$ cat src/rtl/lieat_ifu_ibuf_pkg.sv
// Shared fetch-buffer definitions: datapath widths, predecode opcodes, entry layout.
package lieat_ifu_ibuf_pkg;

  localparam int XLEN    = 32;
  localparam int BPU_IDX = 4;

  localparam logic [6:0] OPC_BRANCH = 7'b1100011;
  localparam logic [6:0] OPC_JAL    = 7'b1101111;
  localparam logic [6:0] OPC_JALR   = 7'b1100111;

  typedef struct packed {
    logic [XLEN-1:0]    pc;
    logic [XLEN-1:0]    inst;
    logic [BPU_IDX-1:0] index;
    logic               is_br;
  } ibuf_entry_t;

  function automatic logic predecode_is_br(input logic [XLEN-1:0] inst);
    return (inst[6:0] == OPC_BRANCH) || (inst[6:0] == OPC_JAL) || (inst[6:0] == OPC_JALR);
  endfunction

endpackage

$ cat src/rtl/lieat_ifu_ibuf_if.sv
// Fetch-response / decode handshake bundle around the instruction buffer.
interface lieat_ifu_ibuf_if #(parameter int PTR_W = 2);
  import lieat_ifu_ibuf_pkg::*;

  logic               flush_req;
  logic               if_o_valid;
  logic               ifetch_rsp_valid;
  logic [XLEN-1:0]    ifetch_rsp_pc;
  logic [BPU_IDX-1:0] ifetch_rsp_index;
  logic [XLEN-1:0]    ifetch_rsp_inst;
  logic               ibuf_o_ready;
  logic               id_o_valid;
  logic               id_o_ready;
  logic [XLEN-1:0]    id_o_pc;
  logic [XLEN-1:0]    id_o_inst;
  logic [BPU_IDX-1:0] id_o_index;
  logic               id_o_is_br;
  logic [PTR_W:0]     ibuf_cnt;
  logic               ibuf_ovf;

  // slave is the buffer itself; master is the surrounding fetch/decode side
  modport slave (
    input  flush_req, if_o_valid, ifetch_rsp_valid, ifetch_rsp_pc, ifetch_rsp_index,
           ifetch_rsp_inst, id_o_ready,
    output ibuf_o_ready, id_o_valid, id_o_pc, id_o_inst, id_o_index, id_o_is_br,
           ibuf_cnt, ibuf_ovf
  );

  modport master (
    output flush_req, if_o_valid, ifetch_rsp_valid, ifetch_rsp_pc, ifetch_rsp_index,
           ifetch_rsp_inst, id_o_ready,
    input  ibuf_o_ready, id_o_valid, id_o_pc, id_o_inst, id_o_index, id_o_is_br,
           ibuf_cnt, ibuf_ovf
  );

endinterface

$ cat src/rtl/lieat_ifu_ibuf_ram.sv
// Payload store: one write port, asynchronous read of the head entry.
module lieat_ifu_ibuf_ram
  import lieat_ifu_ibuf_pkg::*;
#(
  parameter int DEPTH = 4,
  parameter int PTR_W = 2
) (
  input  logic              clk,
  input  logic              we_i,
  input  logic [PTR_W-1:0]  waddr_i,
  input  ibuf_entry_t       wdata_i,
  input  logic [PTR_W-1:0]  raddr_i,
  output ibuf_entry_t       rdata_o
);

  ibuf_entry_t mem_q [DEPTH];

  always_ff @(posedge clk) begin
    if (we_i) begin
      mem_q[waddr_i] <= wdata_i;
    end
  end

  assign rdata_o = mem_q[raddr_i];

endmodule

$ cat src/rtl/lieat_ifu_ibuf.sv
// Instruction buffer between icache response and decode: circular FIFO with
// fetch-slot reservation and a sticky overflow flag.
module lieat_ifu_ibuf
  import lieat_ifu_ibuf_pkg::*;
#(
  parameter int DEPTH = 4,
  parameter int PTR_W = 2
) (
  input logic             clk,
  input logic             rst,
  lieat_ifu_ibuf_if.slave ibuf_io
);

  localparam logic [PTR_W:0]   FULL_CNT  = (PTR_W+1)'(DEPTH);
  localparam logic [PTR_W+1:0] DEPTH_EXT = (PTR_W+2)'(DEPTH);

  logic [PTR_W-1:0] head_q, head_d, tail_q, tail_d;
  logic [PTR_W:0]   cnt_q, cnt_d;
  logic             inflight_q, inflight_d;
  logic             ovf_q, ovf_d;
  logic             push, pop, full, fetch_rdy;
  logic [PTR_W+1:0] occupancy;
  ibuf_entry_t      wr_entry, rd_entry;

  assign full               = (cnt_q == FULL_CNT);
  assign ibuf_io.id_o_valid = (cnt_q != '0) & ~ibuf_io.flush_req;
  assign pop                = ibuf_io.id_o_valid & ibuf_io.id_o_ready;
  assign push               = ibuf_io.ifetch_rsp_valid & ~ibuf_io.flush_req & (~full | pop);

  // An outstanding fetch holds a slot so its response can never be dropped.
  assign occupancy = {1'b0, cnt_q} + {{(PTR_W+1){1'b0}}, inflight_q};
  assign fetch_rdy = (occupancy < DEPTH_EXT);

  always_comb begin
    head_d     = head_q;
    tail_d     = tail_q;
    cnt_d      = cnt_q;
    inflight_d = inflight_q;
    ovf_d      = ovf_q | (ibuf_io.ifetch_rsp_valid & ~ibuf_io.flush_req & full & ~pop);
    if (ibuf_io.flush_req) begin
      head_d     = '0;
      tail_d     = '0;
      cnt_d      = '0;
      inflight_d = 1'b0;
    end else begin
      if (push) tail_d = tail_q + 1'b1;
      if (pop)  head_d = head_q + 1'b1;
      if (push & ~pop)      cnt_d = cnt_q + 1'b1;
      else if (pop & ~push) cnt_d = cnt_q - 1'b1;
      // A new request in the same cycle as a response keeps the reservation.
      if (ibuf_io.if_o_valid & fetch_rdy) inflight_d = 1'b1;
      else if (ibuf_io.ifetch_rsp_valid)  inflight_d = 1'b0;
    end
  end

  always_ff @(posedge clk or posedge rst) begin
    if (rst) begin
      head_q     <= '0;
      tail_q     <= '0;
      cnt_q      <= '0;
      inflight_q <= 1'b0;
      ovf_q      <= 1'b0;
    end else begin
      head_q     <= head_d;
      tail_q     <= tail_d;
      cnt_q      <= cnt_d;
      inflight_q <= inflight_d;
      ovf_q      <= ovf_d;
    end
  end

  assign wr_entry.pc    = ibuf_io.ifetch_rsp_pc;
  assign wr_entry.inst  = ibuf_io.ifetch_rsp_inst;
  assign wr_entry.index = ibuf_io.ifetch_rsp_index;
  assign wr_entry.is_br = predecode_is_br(ibuf_io.ifetch_rsp_inst);

  lieat_ifu_ibuf_ram #(
    .DEPTH (DEPTH),
    .PTR_W (PTR_W)
  ) u_ram (
    .clk     (clk),
    .we_i    (push),
    .waddr_i (tail_q),
    .wdata_i (wr_entry),
    .raddr_i (head_q),
    .rdata_o (rd_entry)
  );

  assign ibuf_io.id_o_pc      = rd_entry.pc;
  assign ibuf_io.id_o_inst    = rd_entry.inst;
  assign ibuf_io.id_o_index   = rd_entry.index;
  assign ibuf_io.id_o_is_br   = rd_entry.is_br;
  assign ibuf_io.ibuf_o_ready = fetch_rdy;
  assign ibuf_io.ibuf_cnt     = cnt_q;
  assign ibuf_io.ibuf_ovf     = ovf_q;

endmodule

$ cat src/flat_wrapper.sv
// flat-port wrapper written by rule: the top's interface ports become plain ports
module lieat_ifu_ibuf_flat import lieat_ifu_ibuf_pkg::*;
#(
  parameter int DEPTH = 4,
  parameter int PTR_W = 2
)
  (clk, rst, ibuf_io_flush_req, ibuf_io_if_o_valid, ibuf_io_ifetch_rsp_valid, ibuf_io_ifetch_rsp_pc, ibuf_io_ifetch_rsp_index, ibuf_io_ifetch_rsp_inst, ibuf_io_id_o_ready, ibuf_io_ibuf_o_ready, ibuf_io_id_o_valid, ibuf_io_id_o_pc, ibuf_io_id_o_inst, ibuf_io_id_o_index, ibuf_io_id_o_is_br, ibuf_io_ibuf_cnt, ibuf_io_ibuf_ovf);
  lieat_ifu_ibuf_if #(.PTR_W(PTR_W)) ibuf_io_i ();
  input logic clk;
  input logic rst;
  input wire logic [$bits(ibuf_io_i.flush_req)-1:0] ibuf_io_flush_req;
  input wire logic [$bits(ibuf_io_i.if_o_valid)-1:0] ibuf_io_if_o_valid;
  input wire logic [$bits(ibuf_io_i.ifetch_rsp_valid)-1:0] ibuf_io_ifetch_rsp_valid;
  input wire logic [$bits(ibuf_io_i.ifetch_rsp_pc)-1:0] ibuf_io_ifetch_rsp_pc;
  input wire logic [$bits(ibuf_io_i.ifetch_rsp_index)-1:0] ibuf_io_ifetch_rsp_index;
  input wire logic [$bits(ibuf_io_i.ifetch_rsp_inst)-1:0] ibuf_io_ifetch_rsp_inst;
  input wire logic [$bits(ibuf_io_i.id_o_ready)-1:0] ibuf_io_id_o_ready;
  output wire logic [$bits(ibuf_io_i.ibuf_o_ready)-1:0] ibuf_io_ibuf_o_ready;
  output wire logic [$bits(ibuf_io_i.id_o_valid)-1:0] ibuf_io_id_o_valid;
  output wire logic [$bits(ibuf_io_i.id_o_pc)-1:0] ibuf_io_id_o_pc;
  output wire logic [$bits(ibuf_io_i.id_o_inst)-1:0] ibuf_io_id_o_inst;
  output wire logic [$bits(ibuf_io_i.id_o_index)-1:0] ibuf_io_id_o_index;
  output wire logic [$bits(ibuf_io_i.id_o_is_br)-1:0] ibuf_io_id_o_is_br;
  output wire logic [$bits(ibuf_io_i.ibuf_cnt)-1:0] ibuf_io_ibuf_cnt;
  output wire logic [$bits(ibuf_io_i.ibuf_ovf)-1:0] ibuf_io_ibuf_ovf;
  assign ibuf_io_i.flush_req = ibuf_io_flush_req;
  assign ibuf_io_i.if_o_valid = ibuf_io_if_o_valid;
  assign ibuf_io_i.ifetch_rsp_valid = ibuf_io_ifetch_rsp_valid;
  assign ibuf_io_i.ifetch_rsp_pc = ibuf_io_ifetch_rsp_pc;
  assign ibuf_io_i.ifetch_rsp_index = ibuf_io_ifetch_rsp_index;
  assign ibuf_io_i.ifetch_rsp_inst = ibuf_io_ifetch_rsp_inst;
  assign ibuf_io_i.id_o_ready = ibuf_io_id_o_ready;
  assign ibuf_io_ibuf_o_ready = ibuf_io_i.ibuf_o_ready;
  assign ibuf_io_id_o_valid = ibuf_io_i.id_o_valid;
  assign ibuf_io_id_o_pc = ibuf_io_i.id_o_pc;
  assign ibuf_io_id_o_inst = ibuf_io_i.id_o_inst;
  assign ibuf_io_id_o_index = ibuf_io_i.id_o_index;
  assign ibuf_io_id_o_is_br = ibuf_io_i.id_o_is_br;
  assign ibuf_io_ibuf_cnt = ibuf_io_i.ibuf_cnt;
  assign ibuf_io_ibuf_ovf = ibuf_io_i.ibuf_ovf;
  lieat_ifu_ibuf #(.DEPTH(DEPTH), .PTR_W(PTR_W)) u_core (.clk(clk), .rst(rst), .ibuf_io(ibuf_io_i));
endmodule
$ cat config.mk
export PLATFORM = sky130hd
export DESIGN_NAME = lieat_ifu_ibuf_flat
export DESIGN_NICKNAME = d
export VERILOG_FILES = /design/src/rtl/lieat_ifu_ibuf_pkg.sv /design/src/rtl/lieat_ifu_ibuf_if.sv /design/src/rtl/lieat_ifu_ibuf_ram.sv /design/src/rtl/lieat_ifu_ibuf.sv /design/src/flat_wrapper.sv
export SDC_FILE = /design/constraint.sdc
export NUM_CORES = 1
export LEC_CHECK = 0
export BUFFER_PORTS_ARGS = -buffer_cell sky130_fd_sc_hd__clkbuf_2
export CAP_MARGIN = 20
export CORE_ASPECT_RATIO = 0.6
export CORE_MARGIN = 2
export CORE_UTILIZATION = 61
export DETAILED_ROUTE_END_ITERATION = 10
export PLACE_DENSITY_LB_ADDON = 0.1
export SYNTH_ARGS = -nofsm -noshare
export SYNTH_HDL_FRONTEND = slang
export SYNTH_SLANG_ARGS = --single-unit
$ cat constraint.sdc
create_clock -name clk -period 7.6 [get_ports clk]
set_input_delay 0.76 -clock clk [delete_from_list [all_inputs] [get_ports clk]]
set_output_delay 0.76 -clock clk [all_outputs]
set_load 0.1 [all_outputs]
==> results_dict.tcl <==
set metrics [dict create \
    instances_no_fill 845 \
    ant_nets 0 \
    ir_drop_mv 0.266 \
    drt-initial-drc-count 368 \
    htree_num_levels 1 \
    yosys_warnings 0 \
    setup-violations-final 0 \
    cts_made_buffers 25 \
    initial_core_util_pct 62.3 \
    drv_cap 0 \
    status "complete, no violations" \
    hold_viol 0 \
    slew_viol_final 0 \
    endpoint_kind "output port" \
    portBuffers 148 \
    cts_sinks 285 \
    grt_pass1_vias 5269 \
    p_sw_w 0.00202 \
    hp-class "primary input to asynchronous set/reset pin" \
    dpl.cell_count 797 \
    fill_cells 982 \
    pwr-share-seq_pct 38.2 \
    tns_ns 0 \
    ioPinCount 149 \
    clock_skew_ns 0.0242 \
    cts_buffer_depth 3 \
    grt_max_degree 71 \
    drive_gt1_share_pct 44.2 \
    ys_types 36 \
    core_mm2 0.0171 \
    intPower_w 0.00296 \
    syn_avg_cell_area_um2 24.4 \
    clock_latency_ns 0.52 \
    netlist_area_mm2 0.0106 \
    max_freq_mhz 261 \
    leakagePower_nw 4.22 \
    cp.arrival_ns 3.07 \
    netlist_instances 436 \
    grt_pass1_wl_um 29200 \
    seq_area_frac_synth_pct 80.0 \
    hold_buffers 0 \
    ys_ff_latch 285 \
    area_growth_pct 17.2 \
    power_density_mw_per_mm2 400 \
    synth_edf_count 276 \
    syn_nets 515 \
    cts_setup_buffers 0 \
    tightest_slew_ns 1.07 \
    cts_tree "built" \
    ctsResizeCount 0 \
    synthArstFlopShare_pct 3.16 \
    period_minus_slack_ns 3.83 \
    drtPass1Iterations 7 \
    gr-usage-all-layers_pct 20.9 \
    antennaDiodeCount 0 \
    crit_fanout 28 \
    drt_wl_total_um 18800 \
    clk_pin_slew_ns 0.07 \
    sw_frac_of_total_pct 40.5 \
    grt-ovfl-total 0 \
    path_class "flip-flop to output port" \
    rows 37 \
    power.share.combinational_pct 36.0 \
    slew_headroom_pct 28.4 \
    crit_required_ns 6.84 \
    layout.nets 671 \
    place_hpwl_um 10500 \
    route.detailed.drc 0 \
    rsz0062_at_grt "no" \
    antenna_found_initial 0 \
    die_w_um 174 \
    wire_per_inst_um 22.3 \
    vias 4944 \
    final_common_cell "edfxtp_1" \
    yosys_most_used_dff "edfxtp_1" \
    mostFrequentLayoutCells "edfxtp_1, clkbuf_2, mux4_2, clkbuf_16, inv_1" \
    die_h_um 106 \
    rrSetupSlack_ns 5.12 \
    clockRootBuffer "clkbuf_16" \
    pwr-share-clk_pct 25.8 \
    critPathLaunchType "flip-flop" \
    period_share_pct 50.4 \
    dieArea_mm2 0.0185 \
    gp_congestion 0.746 \
    routed_via_density 5.85 \
]
-- final timing paths --
check / start / endpoint / cells past startpoint
max: u_core.head_q[0] / ibuf_io_id_o_pc[28] / 4
min: rst / u_core.tail_q[1] / 2
max reg2reg: u_core.ibuf_io.ibuf_cnt[0] / u_core.u_ram.mem_q[2][60] / 3
min reg2reg: u_core.ibuf_io.ibuf_ovf / u_core.ibuf_io.ibuf_ovf / 1
max in group asynchronous: rst / u_core.head_q[0] / 2
min in group clk: ibuf_io_ifetch_rsp_inst[9] / u_core.u_ram.mem_q[2][14] / 1
-- area by class of cell --
| cell class | instances | area, µm² | area share, % |
|---|---|---|---|
| Tap cell | 234 | 293 | 2.35 |
| Clock inverter | 14 | 180 | 1.45 |
| Sequential cell | 285 | 8520 | 68.4 |
| Multi-Input combinational cell | 120 | 1960 | 15.7 |
| Timing Repair Buffer | 151 | 803 | 6.45 |
| Inverter | 9 | 33.8 | 0.271 |
| Clock buffer | 32 | 672 | 5.39 |
-- routing by layer --
metal  global-route usage (%)  part of all wire [%]
met1                     30.5                    44
met4                     4.38                   1.2
met3                     5.69                   7.0
met2                     32.8                    48
met5                        0                     0
-- cell families after synthesis --
| family | after synthesis | synth area share, % |
|---|---|---|
| xor gates and xnor gates | 4 | 0.329 |
| adders and majority gates | 5 | 0.659 |
| muxes | 70 | 14.7 |
| and+or+nand+nor | 23 | 1.36 |
| DFF | 285 | 80.0 |
| buffers and inverters | 31 | 1.63 |
| AOI/OAI and AO/OA | 18 | 1.23 |
-- power by group through the flow --
stage          sequential (W)  clock [W]  combinational, W
6_report              0.00190    0.00129           0.00179
5_1_grt               0.00192    0.00138           0.00185
4_1_cts               0.00191    0.00131           0.00179
3_5_place_dp          0.00194          0           0.00179
3_3_place_gp          0.00194          0           0.00178
2_1_floorplan         0.00192          0           0.00156
-- per-stage QoR --
| stage | hold slack (ns) | setup slack (ns) | power, W | util, % | cell area [µm²] |
|---|---|---|---|---|---|
| 2_1_floorplan | 0.503 | 4.01 | 0.00349 | - | 10600 |
| 3_3_place_gp | 0.464 | 4.07 | 0.00371 | 67.6 | 11600 |
| 3_5_place_dp | 0.462 | 4.07 | 0.00373 | 67.6 | 11600 |
| 4_1_cts | 0.187 | 3.49 | 0.00501 | 72.6 | 12400 |
| 5_1_grt | 0.194 | 3.53 | 0.00515 | 73.0 | 12500 |
| 6_report | 0.185 | 3.77 | 0.00498 | 73.0 | 12500 |
-- sequential cells by signal, summed over array words and instances (netlist names) --
signal,cells
u_core.u_ram.mem_q,276
u_core.inflight_q,1
u_core.tail_q,2
u_core.ibuf_io.ibuf_cnt,3
u_core.ibuf_io.ibuf_ovf,1
u_core.head_q,2
-- cells in the mapped netlist (3+ instances only) --
cell | number | area share [%]
mux4_2 | 69 | 15
buf_6 | 3 | 0.32
buf_4 | 8 | 0.56
clkbuf_1 | 7 | 0.25
nor2_1 | 8 | 0.28
inv_1 | 9 | 0.32
dfrtp_1 | 9 | 2.1
xor2_1 | 4 | 0.33
o21ai_0 | 3 | 0.14
buf_2 | 4 | 0.19
ha_1 | 4 | 0.47
edfxtp_1 | 276 | 78
and2_1 | 4 | 0.24
-- worst max-delay path: stages (launching register included) --
cell,delay [ns]
dfrtp_4,0.72
buf_4,0.53
buf_16,0.29
mux4_2,0.55
clkbuf_2,0.39
Power figures use the tool's default switching activity.
